==> config.mk <==
export PLATFORM = sky130hd
export DESIGN_NAME = pq_stream_adapter
export DESIGN_NICKNAME = d
export VERILOG_FILES = /design/src/rtl/pq_stream_adapter.sv
export SDC_FILE = /design/constraint.sdc
export NUM_CORES = 1
export LEC_CHECK = 0
export BUFFER_PORTS_ARGS = -buffer_cell sky130_fd_sc_hd__buf_2
export CORE_ASPECT_RATIO = 0.6
export CORE_UTILIZATION = 50
export CTS_BUF_LIST = sky130_fd_sc_hd__clkbuf_4 sky130_fd_sc_hd__clkbuf_8
export DETAILED_ROUTE_END_ITERATION = 10
export GPL_ROUTABILITY_DRIVEN = 0
export PLACE_DENSITY = 0.88
export SYNTH_ARGS = -nofsm -noshare
export SYNTH_HDL_FRONTEND = slang
export SYNTH_SLANG_ARGS = --single-unit
export TNS_END_PERCENT = 1
==> constraint.sdc <==
create_clock -name CLK -period 4.4 [get_ports CLK]
set_clock_uncertainty 0.15 [all_clocks]
set_input_delay 0.88 -clock CLK [delete_from_list [all_inputs] [get_ports CLK]]
set_output_delay 0.88 -clock CLK [all_outputs]
set_load 0.01 [all_outputs]
==> src/rtl/pq_stream_adapter.sv <==
// pq_stream_adapter: valid/ready push and pop streams in front of a systolic priority queue that must settle after each operation.
// Define PQ_STREAM_ADAPTER_STATS_EN to add the push, pop and stall counters.
module pq_stream_adapter #(
    parameter int DATA_WIDTH    = 16,
    parameter int QUEUE_SIZE    = 4096,
    parameter int SETTLE_CYCLES = 2
) (
    input  logic                             CLK,
    input  logic                             RSTn,
    input  logic                             s_valid,
    output logic                             s_ready,
    input  logic [DATA_WIDTH-1:0]            s_data,
    output logic                             m_valid,
    input  logic                             m_ready,
    output logic [DATA_WIDTH-1:0]            m_data,
    output logic                             q_wrt,
    output logic                             q_read,
    output logic [DATA_WIDTH-1:0]            q_data,
    input  logic                             q_full,
    input  logic                             q_empty,
    input  logic [DATA_WIDTH-1:0]            q_head,
`ifdef PQ_STREAM_ADAPTER_STATS_EN
    output logic [$clog2(QUEUE_SIZE+1)-1:0] o_count,
    output logic [31:0]                      o_push_cnt,
    output logic [31:0]                      o_pop_cnt,
    output logic [31:0]                      o_stall_cnt
`else
    output logic [$clog2(QUEUE_SIZE+1)-1:0] o_count
`endif
);
    localparam int CW = $clog2(QUEUE_SIZE+1);
    localparam logic [CW-1:0] MAX_COUNT = CW'(QUEUE_SIZE);
    localparam logic [3:0] SETTLE = 4'(SETTLE_CYCLES);

    typedef enum logic {SETTLED, SETTLING} state_t;

    state_t     state;
    logic [3:0] settle_cnt;
    logic       settled;
    logic       push;
    logic       pop;

    // Gating with RSTn forces every handshake output low while reset is held.
    always_comb begin
        settled = RSTn && (state == SETTLED);
        m_valid = settled && !q_empty;
        m_data  = settled ? q_head : '0;
        pop     = m_valid && m_ready;
        s_ready = settled && (!q_full || pop);
        push    = s_valid && s_ready;
        q_wrt   = push;
        q_read  = pop;
        q_data  = push ? s_data : '0;
    end

    always_ff @(posedge CLK or negedge RSTn) begin
        if (!RSTn) begin
            state      <= SETTLED;
            settle_cnt <= '0;
            o_count    <= '0;
        end else if (push || pop) begin
            state      <= SETTLING;
            settle_cnt <= SETTLE;
            if (push && !pop && o_count != MAX_COUNT)
                o_count <= o_count + CW'(1);
            else if (pop && !push && o_count != '0)
                o_count <= o_count - CW'(1);
        end else if (state == SETTLING) begin
            state      <= (settle_cnt <= 4'd1) ? SETTLED : SETTLING;
            settle_cnt <= settle_cnt - 4'd1;
        end
    end

`ifdef PQ_STREAM_ADAPTER_STATS_EN
    always_ff @(posedge CLK or negedge RSTn) begin
        if (!RSTn) begin
            o_push_cnt  <= '0;
            o_pop_cnt   <= '0;
            o_stall_cnt <= '0;
        end else begin
            if (push)
                o_push_cnt <= o_push_cnt + 32'd1;
            if (pop)
                o_pop_cnt <= o_pop_cnt + 32'd1;
            if (s_valid && !s_ready)
                o_stall_cnt <= o_stall_cnt + 32'd1;
        end
    end
`endif

endmodule

== After elaboration in Yosys (flattened, before gate mapping) ==
Index checks and enable logic that the tools add are counted.

* $lt $le $gt $ge: 1
* Add/subtract/negate cells: 3
* Equal/unequal tests: 1
* Bitwise logic cells: 1
* Reductions and logical operators: 19
* Muxes and demuxes: 9

{| class="wikitable"
|+ Operator list
! operator !! number
|-
| 16-bit 2-to-1 mux || 2
|-
| 13-bit 2-to-1 mux || 2
|-
| 13-bit by 1-bit adder with 13-bit output (second input constant) || 1
|-
| 13-bit != test (second input constant) || 1
|-
| 13-bit nonzero test || 1
|-
| 13-bit by 1-bit subtractor with 13-bit output (second input constant) || 1
|-
| 1-bit logical AND || 9
|-
| 4-bit 2-to-1 mux || 2
|-
| 4-bit by 1-bit less-or-equal comparator with 1-bit output (second input constant) || 1
|-
| 1-bit zero test || 4
|-
| 2-bit nonzero test || 2
|-
| 4-bit by 1-bit subtractor with 4-bit output (second input constant) || 1
|-
| 1-bit 2-to-1 mux || 3
|-
| 1-bit logical OR || 2
|-
| 2-bit AND reduction || 1
|-
| 1-bit NOT || 1
|}

* Input bits: 38
* Flip-flop bits (word level): 18
* Word-level logic and storage cells: 37

== Logic depth before layout (Yosys ltp) ==
* Depth in word-level cells: 12
* Gate-level depth with buffers: 13
* Gate-level depth less buffers: 11

== Worst setup path after synthesis ==
No wires, ideal clock.

* Path type: input -> register
* Start: input port RSTn
* End: register o_count[11]
* Cell stages on the path: 10
* Setup time: 84 ps
* Buffers on the path: 0
* Slack: 1012 ps
* Data arrival time: 3154 ps
* Cell sequence: nor2b_4 and4b_1 a21boi_2 inv_1 ha_1 nand3_1 o211ai_1 o41ai_2 or4b_1 a41oi_2

* Longest elaborated chain between the ends: 11
* Elaborated cells on any way between the ends: 16
* Classes of those cells: mux: 1; reduce/logical: 15

{| class="wikitable"
|+ RTL lines
! item !! line !! source
|-
| from (decl) || 9 || <nowiki>input logic RSTn,</nowiki>
|-
| 1-bit logical AND (*) || 45 || <nowiki>settled = RSTn && (state == SETTLED);</nowiki>
|-
| 1-bit logical AND || 46 || <nowiki>m_valid = settled && !q_empty;</nowiki>
|-
| 1-bit logical AND || 48 || <nowiki>pop = m_valid && m_ready;</nowiki>
|-
| 1-bit logical OR || 49 || <nowiki>s_ready = settled && (!q_full || pop);</nowiki>
|-
| 1-bit logical AND || 49 ||
|-
| 1-bit logical AND || 50 || <nowiki>push = s_valid && s_ready;</nowiki>
|-
| 1-bit zero test || 66 || <nowiki>else if (pop && !push && o_count != '0)</nowiki>
|-
| 1-bit logical AND (2 in series) || 66 ||
|-
| 2-bit nonzero test (no line) || n/a ||
|-
| 2-bit AND reduction (no line) || n/a ||
|-
| to (signal assigned) || 65 || <nowiki>o_count <= o_count + CW'(1);</nowiki>
|-
| to (signal assigned) || 67 || <nowiki>o_count <= o_count - CW'(1);</nowiki>
|-
| to (decl) || 28 || <nowiki>output logic [$clog2(QUEUE_SIZE+1)-1:0] o_count</nowiki>
|}

Mark *: on every way between the ends. The rest lies on a longest branch, timed or not.
A chain may end at the register's enable or synchronous reset.

== Worst setup path after layout ==
* Start: input port s_valid
* End: register o_count[11]

* Longest elaborated chain between the ends: 6
* Elaborated cells on any way between the ends: 10
* Classes of those cells: mux: 1; reduce/logical: 9

{| class="wikitable"
|+ RTL lines
! item !! line !! source
|-
| from (decl) || 10 || <nowiki>input logic s_valid,</nowiki>
|-
| 1-bit logical AND (*) || 50 ||
|-
| 1-bit zero test || 66 ||
|-
| 1-bit logical AND (2 in series) || 66 ||
|-
| 2-bit nonzero test (no line) || n/a ||
|-
| 2-bit AND reduction (no line) || n/a ||
|}

Marked as above.

==> flow_metrics.tcl <==
set metrics [dict create \
    drive_gt1_share_pct 40.6 \
    htreeDepth 1 \
    drt_iter0_drc 85 \
    yosysMostFrequentCell "dfrtp_1" \
    dp_hpwl_um 3490 \
    io_pins 87 \
    final_cells 308 \
    vias 1670 \
    postCtsSetupRepairBufs 0 \
    min_period_over_period_pct 81.2 \
    rows 15 \
    grt-ovfl-total 0 \
    status "completed" \
    clk_latency_ns 0.26 \
    setup_ws_ns 0.829 \
    antenna_found_initial 0 \
    hold_viol 0 \
    critPathArrivalTime_ns 3.60 \
    ir_worst_vdd_uv 410 \
    start_util_pct 54.9 \
    drv_cap 0 \
    crit_required_ns 4.43 \
    die-area_um2 3520 \
    end_kind "register" \
    placedCellCount 304 \
    cts-buffers-inserted 3 \
    synth_edf_count 0 \
    slew_headroom_pct 61.6 \
    synth_top_area_share_pct 27.5 \
    clk_pin_slew_worst_paths_ns 0.07 \
    grtUsageTotal_pct 24.5 \
    hold_buffers 0 \
    synth_area_leaders "dfrtp_1, ha_1, and2_1, and3_1, xnor2_1" \
    leakagePower_uw 0.00117 \
    grt_use_met1_pct 37.3 \
    drc_errors 0 \
    antenna_cells 0 \
    ys_ff_latch 18 \
    seqCellArea_um2 450 \
    ys.flop_type "dfrtp_1" \
    p_total_uw 1440 \
    nets 319 \
    totalWireLength_um 4420 \
    core_um2 2980 \
    rsz0062_at_grt "false" \
    synth.net_count 233 \
    maxSlewViolCount 0 \
    grt_pass1_wl_um 6500 \
    avgSynthCellArea_um2 9.06 \
    startpoint_type "input pin" \
    vias_per_cell 5.42 \
    final-setup-viol-count 0 \
    multi_input_area_um2 1110 \
    holdCritPathClass "reg2reg" \
    use_met3_pct 7.33 \
    synth_area_um2 1640 \
    synth_cells 181 \
    grt_max_degree 21 \
    die-width_um 75.9 \
    dr.pass1.iters 4 \
    cts-resized-gates 0 \
    worstMarginPinSlew_ns 0.570 \
    synth_top_area_cell "dfrtp_1" \
    place_ws_ns 0.602 \
    met2_usage_pct 34.2 \
    fin_crit_ns 3.57 \
    first_global_vias 1272 \
    detail-route-antenna-nets 0 \
    crit_fanout 20 \
    p_per_area_nw_per_um2 673 \
    max_freq_mhz 280 \
    fin_tns_setup_ns 0 \
    cts_sinks 18 \
    die_h_um 46.4 \
    synth_seq_area_share_pct 27.5 \
    root_buffer "clkbuf_8" \
    nFillCells 225 \
    numPortBuffers 86 \
    clk_path_buf_depth 2 \
    synth_warnings 0 \
    postLayoutCellArea_um2 2150 \
    areaGrowthSynthToFinish_pct 30.9 \
    placed_area_um2 2090 \
    wl_per_cell_um 14.4 \
    async_flop_share_pct 100 \
    path_class "in2reg" \
    busiest_layer "met1" \
    ys_types 44 \
    cts_tree "built" \
    ys_top_cells_by_count "dfrtp_1, and2_1, and3_1, nor2_1, ha_1" \
]
[per-layer routing]
metal  vias to the layer above  wire length (um)
met5                         -                 0
met4                         0                14
met3                         2               346
met2                        72              1850
met1                       771              2210
li1                        825                 -
[logic make-up after synthesis]
logic type               share of synthesized area (%)
AO/OA/AOI/OAI                                     13.4
multiplexers                                      8.40
flip-flops                                        27.5
XOR/XNOR                                          6.41
adder cells (fa/ha/maj)                           11.1
buffers and inverters                             4.66
AND/OR/NAND/NOR                                   28.5
[final timing paths]
path	slack [ns]	depth (start not counted)	start	end
worst max register to register	1.05	11	o_count[1]	o_count[9]
min in group asynchronous	0.44	2	RSTn	o_count[9]
worst min-delay path	0.42	2	settle_cnt[1]	settle_cnt[1]
worst min register to register	0.42	2	settle_cnt[1]	settle_cnt[1]
worst max-delay path	0.83	10	s_valid	o_count[11]
max in group asynchronous	3.46	2	RSTn	o_count[8]
[worst max-delay path: stages]
cell      delay [ns]
buf_2           0.23
and4b_1         0.30
a21boi_2        0.24
inv_1           0.23
ha_1            0.48
nand3_1         0.12
o211ai_1        0.27
o41ai_2         0.16
or4b_1          0.53
a41oi_2         0.17
[state kept, by name, indices dropped and copies added, names as in the netlist]
register,count
settle_cnt,4
o_count,13
state,1
[area by class of cell]
type | count | area share [%]
clock buffer | 4 | 2.57
inverter | 6 | 1.05
multi-input combinational | 149 | 51.8
sequential | 18 | 21.0
tap | 42 | 2.45
timing repair buffer | 89 | 21.1
[through the flow]
| stage | hold WS, ns | util [%] |
|---|---|---|
| 2_1_floorplan | 0.340 | - |
| 3_3_place_gp | 0.365 | 70.1 |
| 3_5_place_dp | 0.401 | 70.1 |
| 4_1_cts | 0.420 | 71.9 |
| 5_1_grt | 0.453 | 71.9 |
| 6_report | 0.415 | 71.9 |
[power breakdown]
group / internal (uW) / switching (uW)
combinational: 448 / 500
sequential: 248 / 107
clock: 79.7 / 61.2
total: 777 / 668
[placed cells by master (no fill, tap or decap), drive strengths merged, types with 2 or more instances in the layout]
cell type,instances
dfrtp,18
nand3,5
buf,89
and2,17
nor4,3
o31ai,3
o21a,2
ha,13
xnor2,10
mux2,8
clkbuf,4
and3,17
nor3,3
nand2b,2
nor2,17
o21ai,4
inv,6
xor2,2
nor2b,4
a21o,3
nand2,8
a21oi,9
a21boi,2
Note: power is estimated with default switching activity, not from simulation.
